===== config.mk =====
export PLATFORM = sky130hd
export DESIGN_NAME = pipeline_ctrl_flat
export DESIGN_NICKNAME = d
export VERILOG_FILES = /design/src/rtl/pipe_ctrl_pkg.sv /design/src/rtl/pipeline_ctrl_if.sv /design/src/rtl/sat_counter.sv /design/src/rtl/pipeline_ctrl.sv /design/src/flat_wrapper.sv
export SDC_FILE = /design/constraint.sdc
export NUM_CORES = 1
export LEC_CHECK = 0
export CAP_MARGIN = 20
export CORE_MARGIN = 2
export CORE_UTILIZATION = 46
export CTS_CLUSTER_DIAMETER = 60
export CTS_CLUSTER_SIZE = 30
export DETAILED_ROUTE_END_ITERATION = 8
export PLACE_DENSITY = 0.76
export SLEW_MARGIN = 20
export SYNTH_ARGS = -nofsm -noshare
export SYNTH_HDL_FRONTEND = slang
export SYNTH_HIERARCHICAL = 1
export SYNTH_SLANG_ARGS = --single-unit
export TNS_END_PERCENT = 30

===== constraint.sdc =====
create_clock -name clk_i -period 1.8 [get_ports clk_i]
set_input_delay 0.27 -clock clk_i [delete_from_list [all_inputs] [get_ports clk_i]]
set_output_delay 0.27 -clock clk_i [all_outputs]
set_load 0.05 [all_outputs]

===== src/rtl/pipe_ctrl_pkg.sv =====
// Shared types and defaults for the pipeline hazard/stall controller.
package pipe_ctrl_pkg;

    // Controller state; the encoding is visible on state_o.
    typedef enum logic [1:0] {
        IDLE     = 2'd0,
        RUN      = 2'd1,
        MEM_WAIT = 2'd2,
        ERROR    = 2'd3
    } ctrlState_t;

    localparam int DEF_MEM_TIMEOUT = 255;
    localparam int DEF_CNT_W       = 16;

    // Wide enough for any timeout in 1..255.
    localparam int WAIT_W = 8;

endpackage


===== src/rtl/pipeline_ctrl_if.sv =====
// Bundle of pipeline-control signals between the controller and the datapath.
// master = controller (drives enables/flush/bubble/freeze/strobe/status),
// slave  = datapath side (drives start, hazard, branch and memory status).
// Handshake: dmem_stb_o requests an access; the access completes in the
// cycle where dmem_stb_o and dmem_ack_i are both high. Without ack the
// request stays asserted and the pipeline stays frozen.
interface pipeline_ctrl_if
    import pipe_ctrl_pkg::*;
#(
    parameter int CNT_W = DEF_CNT_W
) ();

    logic             start_i;
    logic             hazard_i;
    logic             branch_taken_i;
    logic             dmem_req_i;
    logic             dmem_ack_i;
    logic             pc_write_o;
    logic             if_id_write_o;
    logic             if_id_flush_o;
    logic             id_ex_bubble_o;
    logic             pipe_freeze_o;
    logic             dmem_stb_o;
    logic             err_o;
    logic [1:0]       state_o;
    logic [CNT_W-1:0] stall_cnt_o;

    modport master (
        input  start_i, hazard_i, branch_taken_i, dmem_req_i, dmem_ack_i,
        output pc_write_o, if_id_write_o, if_id_flush_o, id_ex_bubble_o,
               pipe_freeze_o, dmem_stb_o, err_o, state_o, stall_cnt_o
    );

    modport slave (
        output start_i, hazard_i, branch_taken_i, dmem_req_i, dmem_ack_i,
        input  pc_write_o, if_id_write_o, if_id_flush_o, id_ex_bubble_o,
               pipe_freeze_o, dmem_stb_o, err_o, state_o, stall_cnt_o
    );

endinterface


===== src/rtl/sat_counter.sv =====
// Saturating up-counter with asynchronous active-low clear.
module sat_counter #(
    parameter int W = 16
) (
    input  logic         clk,
    input  logic         rstN,
    input  logic         inc,
    output logic [W-1:0] count
);

    // Count up on inc, holding at all-ones.
    always_ff @(posedge clk or negedge rstN) begin
        if (!rstN) begin
            count <= '0;
        end else if (inc && (count != '1)) begin
            count <= count + W'(1);
        end
    end

endmodule


===== src/rtl/pipeline_ctrl.sv =====
// Pipeline controller: load-use bubbles, taken-branch flushes, data-memory
// wait-state freezes with a timeout that locks into ERROR until reset.
module pipeline_ctrl
    import pipe_ctrl_pkg::*;
#(
    parameter int MEM_TIMEOUT = DEF_MEM_TIMEOUT,
    parameter int CNT_W       = DEF_CNT_W
) (
    input  logic           clk_i,
    input  logic           rst_i,
    pipeline_ctrl_if.master bus
);

    localparam logic [WAIT_W-1:0] WAIT_LAST = WAIT_W'(MEM_TIMEOUT - 1);

    ctrlState_t        state;
    logic [WAIT_W-1:0] waitCnt;

    logic dmemStb;
    logic memStall;
    logic pcWrite;
    logic ifIdWrite;
    logic ifIdFlush;
    logic idExBubble;
    logic pipeFreeze;
    logic errFlag;
    logic stallInc;

    // Strobe and stall condition; an ack in the same cycle means no stall.
    always_comb begin
        dmemStb  = ((state == RUN) && bus.dmem_req_i) || (state == MEM_WAIT);
        memStall = dmemStb && !bus.dmem_ack_i;
    end

    // Pipeline control decode. Memory stall outranks hazard, which outranks
    // branch (branch operands are not valid while a load-use hazard is open).
    always_comb begin
        pcWrite    = 1'b0;
        ifIdWrite  = 1'b0;
        ifIdFlush  = 1'b0;
        idExBubble = 1'b0;
        pipeFreeze = 1'b0;
        errFlag    = 1'b0;
        case (state)
            IDLE: begin
                pipeFreeze = 1'b1;
            end
            RUN, MEM_WAIT: begin
                if (memStall) begin
                    pipeFreeze = 1'b1;
                end else if (bus.hazard_i) begin
                    idExBubble = 1'b1;
                end else begin
                    pcWrite   = 1'b1;
                    ifIdWrite = 1'b1;
                    ifIdFlush = bus.branch_taken_i;
                end
            end
            ERROR: begin
                pipeFreeze = 1'b1;
                errFlag    = 1'b1;
            end
            default: begin
                pipeFreeze = 1'b1;
            end
        endcase
    end

    // State register and memory wait timer.
    always_ff @(posedge clk_i or negedge rst_i) begin
        if (!rst_i) begin
            state   <= IDLE;
            waitCnt <= '0;
        end else begin
            case (state)
                IDLE: begin
                    if (bus.start_i) begin
                        state <= RUN;
                    end
                end
                RUN: begin
                    if (memStall) begin
                        state   <= MEM_WAIT;
                        waitCnt <= '0;
                    end
                end
                MEM_WAIT: begin
                    if (bus.dmem_ack_i) begin
                        state <= RUN;
                    end else if (waitCnt == WAIT_LAST) begin
                        state <= ERROR;
                    end else begin
                        waitCnt <= waitCnt + WAIT_W'(1);
                    end
                end
                ERROR: begin
                    state <= ERROR;
                end
                default: begin
                    state <= IDLE;
                end
            endcase
        end
    end

    // Every active cycle in which the PC is held counts as a stall.
    assign stallInc = ((state == RUN) || (state == MEM_WAIT)) && !pcWrite;

    sat_counter #(
        .W (CNT_W)
    ) stallCounter (
        .clk   (clk_i),
        .rstN  (rst_i),
        .inc   (stallInc),
        .count (bus.stall_cnt_o)
    );

    assign bus.pc_write_o     = pcWrite;
    assign bus.if_id_write_o  = ifIdWrite;
    assign bus.if_id_flush_o  = ifIdFlush;
    assign bus.id_ex_bubble_o = idExBubble;
    assign bus.pipe_freeze_o  = pipeFreeze;
    assign bus.dmem_stb_o     = dmemStb;
    assign bus.err_o          = errFlag;
    assign bus.state_o        = state;

endmodule


===== src/flat_wrapper.sv =====
// flat-port wrapper written by rule: the top's interface ports become plain ports
module pipeline_ctrl_flat import pipe_ctrl_pkg::*;
#(
    parameter int MEM_TIMEOUT = DEF_MEM_TIMEOUT,
    parameter int CNT_W       = DEF_CNT_W
)
  (clk_i, rst_i, bus_start_i, bus_hazard_i, bus_branch_taken_i, bus_dmem_req_i, bus_dmem_ack_i, bus_pc_write_o, bus_if_id_write_o, bus_if_id_flush_o, bus_id_ex_bubble_o, bus_pipe_freeze_o, bus_dmem_stb_o, bus_err_o, bus_state_o, bus_stall_cnt_o);
  pipeline_ctrl_if #(.CNT_W(CNT_W)) bus_i ();
  input  logic clk_i;
  input  logic rst_i;
  input wire logic [$bits(bus_i.start_i)-1:0] bus_start_i;
  input wire logic [$bits(bus_i.hazard_i)-1:0] bus_hazard_i;
  input wire logic [$bits(bus_i.branch_taken_i)-1:0] bus_branch_taken_i;
  input wire logic [$bits(bus_i.dmem_req_i)-1:0] bus_dmem_req_i;
  input wire logic [$bits(bus_i.dmem_ack_i)-1:0] bus_dmem_ack_i;
  output wire logic [$bits(bus_i.pc_write_o)-1:0] bus_pc_write_o;
  output wire logic [$bits(bus_i.if_id_write_o)-1:0] bus_if_id_write_o;
  output wire logic [$bits(bus_i.if_id_flush_o)-1:0] bus_if_id_flush_o;
  output wire logic [$bits(bus_i.id_ex_bubble_o)-1:0] bus_id_ex_bubble_o;
  output wire logic [$bits(bus_i.pipe_freeze_o)-1:0] bus_pipe_freeze_o;
  output wire logic [$bits(bus_i.dmem_stb_o)-1:0] bus_dmem_stb_o;
  output wire logic [$bits(bus_i.err_o)-1:0] bus_err_o;
  output wire logic [$bits(bus_i.state_o)-1:0] bus_state_o;
  output wire logic [$bits(bus_i.stall_cnt_o)-1:0] bus_stall_cnt_o;
  assign bus_i.start_i = bus_start_i;
  assign bus_i.hazard_i = bus_hazard_i;
  assign bus_i.branch_taken_i = bus_branch_taken_i;
  assign bus_i.dmem_req_i = bus_dmem_req_i;
  assign bus_i.dmem_ack_i = bus_dmem_ack_i;
  assign bus_pc_write_o = bus_i.pc_write_o;
  assign bus_if_id_write_o = bus_i.if_id_write_o;
  assign bus_if_id_flush_o = bus_i.if_id_flush_o;
  assign bus_id_ex_bubble_o = bus_i.id_ex_bubble_o;
  assign bus_pipe_freeze_o = bus_i.pipe_freeze_o;
  assign bus_dmem_stb_o = bus_i.dmem_stb_o;
  assign bus_err_o = bus_i.err_o;
  assign bus_state_o = bus_i.state_o;
  assign bus_stall_cnt_o = bus_i.stall_cnt_o;
  pipeline_ctrl #(.MEM_TIMEOUT(MEM_TIMEOUT), .CNT_W(CNT_W)) u_core (.clk_i(clk_i), .rst_i(rst_i), .bus(bus_i));
endmodule

==> impl_metrics.ini, run 1 <==
[pwr]
clkPwrFrac_pct = 9.1
ir_worst_vdd_uv = 1193
p_comb_share_pct = 65.2
switching_share_pct = 47.71
seqPwrFrac_pct = 25.7
powerDensity_mw_per_mm2 = 1520
internal-power_uw = 1800
netSwitchingPower_uw = 1642
p_leak_uw = 0.001036

[timing]
final-hold-violation-count = 0
fmax_ghz = 0.4925
drv_slew = 0
setup-violations-final = 17
fin_crit_ps = 2031
finClkSkew_ps = 6.432
min_period_over_period_pct = 112.8
rsz0062_at_grt = yes
worstMarginPinSlew_ps = 413.6
maxSlewHeadroom_pct = 72.36
setup_ws_ps = -230.6

[logic_synthesis]
synth_seq_cells = 26
async_flop_share_pct = 100.0
ys_top_cells_by_area = dfrtp_1 42%, ha_1 5.6%, o21a_1 3.4%
synth_edf_count = 0
yosysTopAreaCell = dfrtp_1
synthDistinctLibCells = 46
synth_top_cells_by_count = 26 x dfrtp_1, 9 x nand3_1, 8 x inv_1, 8 x nand4_1
syn_nets = 162
synth_area_sq_mm = 0.001564
synth_top_flop_cell = dfrtp_1
postSynthAreaPerCell_sq_um = 10.57
yosysTopAreaCellShare_pct = 41.60
synthCells = 148
synth.most_common_cell = dfrtp_1
ys_seq_area_share_pct = 41.60
yosys_warnings = 6

[layout]
seqCellArea_sq_um = 653.1
fin_nets = 219
finalInstanceArea_sq_mm = 0.002265
syn_to_final_growth_pct = 44.80
multi_input_area_sq_um = 982.2
drive_gt1_share_pct = 43.14
antenna_cells = 0
num-fill-cells = 274

[die]
dieArea_sq_mm = 0.003883
die_w_microns = 62.31
io_pins = 32
core_sq_mm = 0.003311
start_util_pct = 47.24
die_h_microns = 62.31
rows = 21

[routing]
drt_first_pass_iters = 4
ant_nets = 0
avgRoutedWirePerCell_microns = 15.58
vias = 1430
drt_iter0_drc = 70
via_per_inst = 5.720
routed_wl_microns = 3894
drc = 0

[clock_network]
numCtsBuffers = 3
clock_latency_ps = 340
cts_root_buf = clkbuf_4
cts_tree = done
clockBufferDepth = 2
path_clk_slew_ps = 150
htreeDepth = 1
clock-sinks = 26

[global_routing]
antenna_found_initial = 0
grt_max_degree = 27
grt_pass1_vias = 1520
grt-ovfl-total = 0
gr-usage-all-layers_pct = 20.86
grt_pass1_wl_microns = 6617

[placed_design]
placed_area_sq_mm = 0.002136
gp_congestion = 0.8195
portBuffers = 31
dp.final_hpwl_microns = 2945
dp_slack_ps = -328.9

[worst_hold_path]
hp-class = input pin to async pin

[worst_setup_path]
critPathRequiredTime_ps = 1530
critPathKind = register to output pin
crit_arrival_ps = 1760
startpoint_type = register
cp_max_fo = 3
endpoint_kind = output pin

[run_status]
failed_checks = setup timing
outcome = complete, but fails checks

[job]
cap_violations = 0
-- worst max-delay path, cell delays in order (launching register included) --
cell	delay, ps
dfrtp_2	450
inv_4	60
ha_4	170
a21oi_4	130
or2_4	180
nand2_8	60
nor3b_4	210
buf_12	160
-- flip-flops by register name, summed over array words and instances (netlist names) --
| register | flops |
|---|---|
| u_core/stallCounter/count | 16 |
| u_core/waitCnt | 8 |
| u_core/bus.state_o | 2 |
-- cell families after synthesis --
kind of cell,after synthesis,share of synthesized area (%)
AND/OR/NAND/NOR,56,26.48
AO/OA/AOI/OAI,41,18.56
flip-flops,26,41.60
adder cells (fa/ha/maj),7,5.600
multiplexers,1,0.7199
buffers and inverters,10,3.120
XOR/XNOR,7,3.920
-- placed cells by master, fill, tap and decap left out, types with 3 or more instances in the layout --
cell type / count
buf_4: 40
dfrtp_1: 24
nand3_1: 9
nand4_1: 8
clkdlybuf4s50_1: 6
buf_12: 6
inv_1: 6
a31oi_1: 6
o21a_1: 6
o31ai_1: 5
o21ai_0: 5
a21oi_1: 5
nand2_1: 5
xnor2_1: 5
ha_1: 4
clkbuf_4: 3
-- final cells by class --
type | count | share of cell area [%]
Clock buffer | 4 | 1.602
Inverter | 8 | 1.436
Multi-Input combinational cell | 112 | 43.37
Sequential cell | 26 | 28.84
Tap cell | 46 | 2.541
Timing Repair Buffer | 54 | 22.21
-- power groups by stage --
stage / clock network, uW / registers (uW) / logic [uW]
3_5_place_dp: 0 / 884 / 2070
4_1_cts: 320 / 875 / 2210
5_1_grt: 341 / 901 / 2360
2_1_floorplan: 0 / 1160 / 981
6_report: 314 / 884 / 2240
3_3_place_gp: 0 / 874 / 2020
-- stage by stage --
step	cells	hold WS, ps	util, %	TNS [ps]	power, uW
floorplan	148	-25.59	-	-3073	2141
global placement	243	511.5	64.51	-3985	2898
detailed placement	243	520.8	64.51	-5114	2958
CTS	250	298.1	67.65	-2943	3409
global route	250	330.2	68.41	-3205	3600
finish	250	287.1	68.41	-1831	3441
-- final timing paths --
kind | from | to | slack (ps) | depth (start not counted)
min in group clk_i | u_core/stallCounter/count[15] | u_core/stallCounter/count[15] | 540 | 1
max in group asynchronous | rst_i | u_core/bus.state_o[0] | 1240 | 2
hold / removal | rst_i | u_core/waitCnt[3] | 290 | 2
hold reg to reg | u_core/stallCounter/count[15] | u_core/stallCounter/count[15] | 540 | 1
setup reg to reg | u_core/bus.state_o[1] | u_core/stallCounter/count[15] | -160 | 10
setup / recovery | u_core/bus.state_o[1] | bus_if_id_flush_o | -230 | 7
-- layer usage --
| metal | GRT usage, % | part of all wire (%) | vias up |
|---|---|---|---|
| met5 | 0 | 0 | - |
| met4 | 8.333 | 2.0 | 0 |
| met3 | 2.536 | 2.9 | 8 |
| met2 | 40.63 | 55 | 29 |
| met1 | 22.70 | 40 | 709 |
| li1 | - | - | 684 |
-- repair_timing --
action | 4_1_cts | 5_1_grt
resized for setup | 11 | 8
pin swaps | 7 | 5
gates cloned | 0 | 0
hold buffers | 0 | 0
setup endpoints to repair | 22 | 23
buffers inserted | 3 | 0
No activity file was read; power rests on OpenSTA's default activity.
==> run 2: changes to the inputs <==
==> constraint.sdc (replaced) <==
create_clock -name clk_i -period 1.8 [get_ports clk_i]
set_input_delay 0.27 -clock clk_i [delete_from_list [all_inputs] [get_ports clk_i]]
set_output_delay 0.27 -clock clk_i [all_outputs]
set_load 0.02 [all_outputs]
==> run 2 against run 1 <==
  * Final cell count rose by 0.80%
  * Critical path depth decreased by 1
  * The flow still finishes with violations (setup timing)
  * Clock power increased by 28%
  * Via count is 0.28% higher
  * Critical path type unchanged
  * Core utilization up 0.94 points
  * Total power down 11%
  * Sequential share of layout area down 0.28 points
  * Cell area increased by 1.4%
==> impl_metrics.ini, run 2 (same netlist as run 1, synthesis figures left out) <==
[clock_network]
numCtsBuffers = 3
path_clk_slew_ps = 140
cts_root_buf = clkbuf_4
cts_tree = done
clock_latency_ps = 320
clock-sinks = 26
cts_hold_buf = 0
clockBufferDepth = 2
htreeDepth = 1

[layout]
mostFrequentLayoutCell = clkdlybuf4s50_1
drive_gt1_share_pct = 35.92
syn_to_final_growth_pct = 46.80
antenna_cells = 0
fin_nets = 221
finalInstanceArea_sq_mm = 0.002296
largest_register = u_core/stallCounter/count
largest_reg_flops = 16
final_cell_mix = 23 x clkdlybuf4s50_1, 22 x dfrtp_1, 21 x buf_4

[routing]
routed_wl_microns = 3932
ant_nets = 0
via_per_inst = 5.690
drt_iter0_drc = 54
drt_first_pass_iters = 4
avgRoutedWirePerCell_microns = 15.60
drc = 0
vias = 1434

[timing]
finalSetupTns_ps = -1114
setup_ws_ps = -155.1
worstMarginPinSlew_ps = 389.2
setup-violations-final = 14
rsz0062_at_grt = yes
maxSlewHeadroom_pct = 73.99
final-hold-violation-count = 0
fmax_ghz = 0.5115
fin_crit_ps = 1955
finClkSkew_ps = 4.483
min_period_over_period_pct = 108.6
drv_slew = 0

[pwr]
switching_share_pct = 39.72
powerDensity_mw_per_mm2 = 1330
p_comb_share_pct = 57.4
netSwitchingPower_uw = 1213
internal-power_uw = 1841
clkPwrFrac_pct = 13.2
ir_worst_vdd_uv = 916.6
seqPwrFrac_pct = 29.5
p_leak_uw = 0.0009872

[worst_setup_path]
cp_max_fo = 3
r2r_start = u_core/bus.state_o[0]
startpoint_type = register
r2r_setup_slack_ps = -140
endpoint_kind = output pin
crit_path_start = u_core/bus.state_o[1]
critPathRequiredTime_ps = 1530
crit_arrival_ps = 1690
reg2reg_depth = 9
critPathKind = register to output pin

[placed_design]
gp_congestion = 0.8280
portBuffers = 31
dp.final_hpwl_microns = 3025
placed_area_sq_mm = 0.002180

[run_status]
failed_checks = setup timing
outcome = complete, but fails checks

[global_routing]
grt-ovfl-total = 0
gr-usage-all-layers_pct = 21.44
antenna_found_initial = 0
grt_pass1_wl_microns = 6893
grt_max_degree = 27
grt_pass1_vias = 1484

[die]
die_h_microns = 62.31
core_sq_mm = 0.003311
rows = 21
start_util_pct = 47.24
io_pins = 32
dieArea_sq_mm = 0.003883
die_w_microns = 62.31

[job]
cap_violations = 0

[worst_hold_path]
hp-class = input pin to async pin
## run 2: layout make-up
class,instances,area (sq um)
repair buffers,56,513.0
multi-input cells,112,984.7
inverters,8,32.53
well taps,46,57.56
flip-flops and latches,26,655.6
fillers,277,1015
clock inverters,1,30.03
clock buffers,3,22.52
## run 2: per-layer routing
metal / routed length, microns / vias to the layer above / share of wire (%) / GRT usage (%)
li1: - / 688 / - / -
met1: 1587 / 707 / 40 / 25.85
met2: 2166 / 33 / 55 / 40.35
met3: 140 / 6 / 3.6 / 2.536
met4: 38 / 0 / 0.97 / 5.556
met5: 0 / - / 0 / 0
## run 2: what timing repair did
item                       in CTS  in global routing
buffers inserted                0                  3
setup endpoints to repair      23                 26
resized for setup              44                  8
pin swaps                       6                  2
## run 2: worst max-delay path, cell delays in order, from the launching register on
cell and delay [ps]:
dfrtp_2 460, inv_2 90, ha_4 150, a21oi_4 50, or2_4 260, and3_2 220, buf_6 130
## run 2: power by group through the flow
stage	clock network, uW	logic, uW	registers (uW)
after floorplan	0	864	983
after global placement	0	1600	893
after detailed placement	0	1650	903
after CTS	421	1720	897
after global routing	445	1880	926
final	402	1750	900
## run 2: through the flow
stage | std cells | util (%) | hold slack (ps) | power (uW) | setup WS (ps)
2_1_floorplan | 148 | - | -25.59 | 1847 | -34.61
3_3_place_gp | 245 | 65.84 | 500.4 | 2497 | -616.0
3_5_place_dp | 245 | 65.84 | 510.0 | 2552 | -676.5
4_1_cts | 249 | 68.25 | 282.8 | 3039 | -170.3
5_1_grt | 252 | 69.35 | 300.0 | 3252 | -230.3
6_report | 252 | 69.35 | 293.1 | 3054 | -155.1
## run 2: path summary, 6_finish.rpt
path	to
max in group asynchronous	u_core/stallCounter/count[2]
hold / removal	u_core/waitCnt[7]
setup reg to reg	u_core/stallCounter/count[7]
hold reg to reg	u_core/stallCounter/count[15]
min in group clk_i	u_core/stallCounter/count[15]
setup / recovery	bus_id_ex_bubble_o
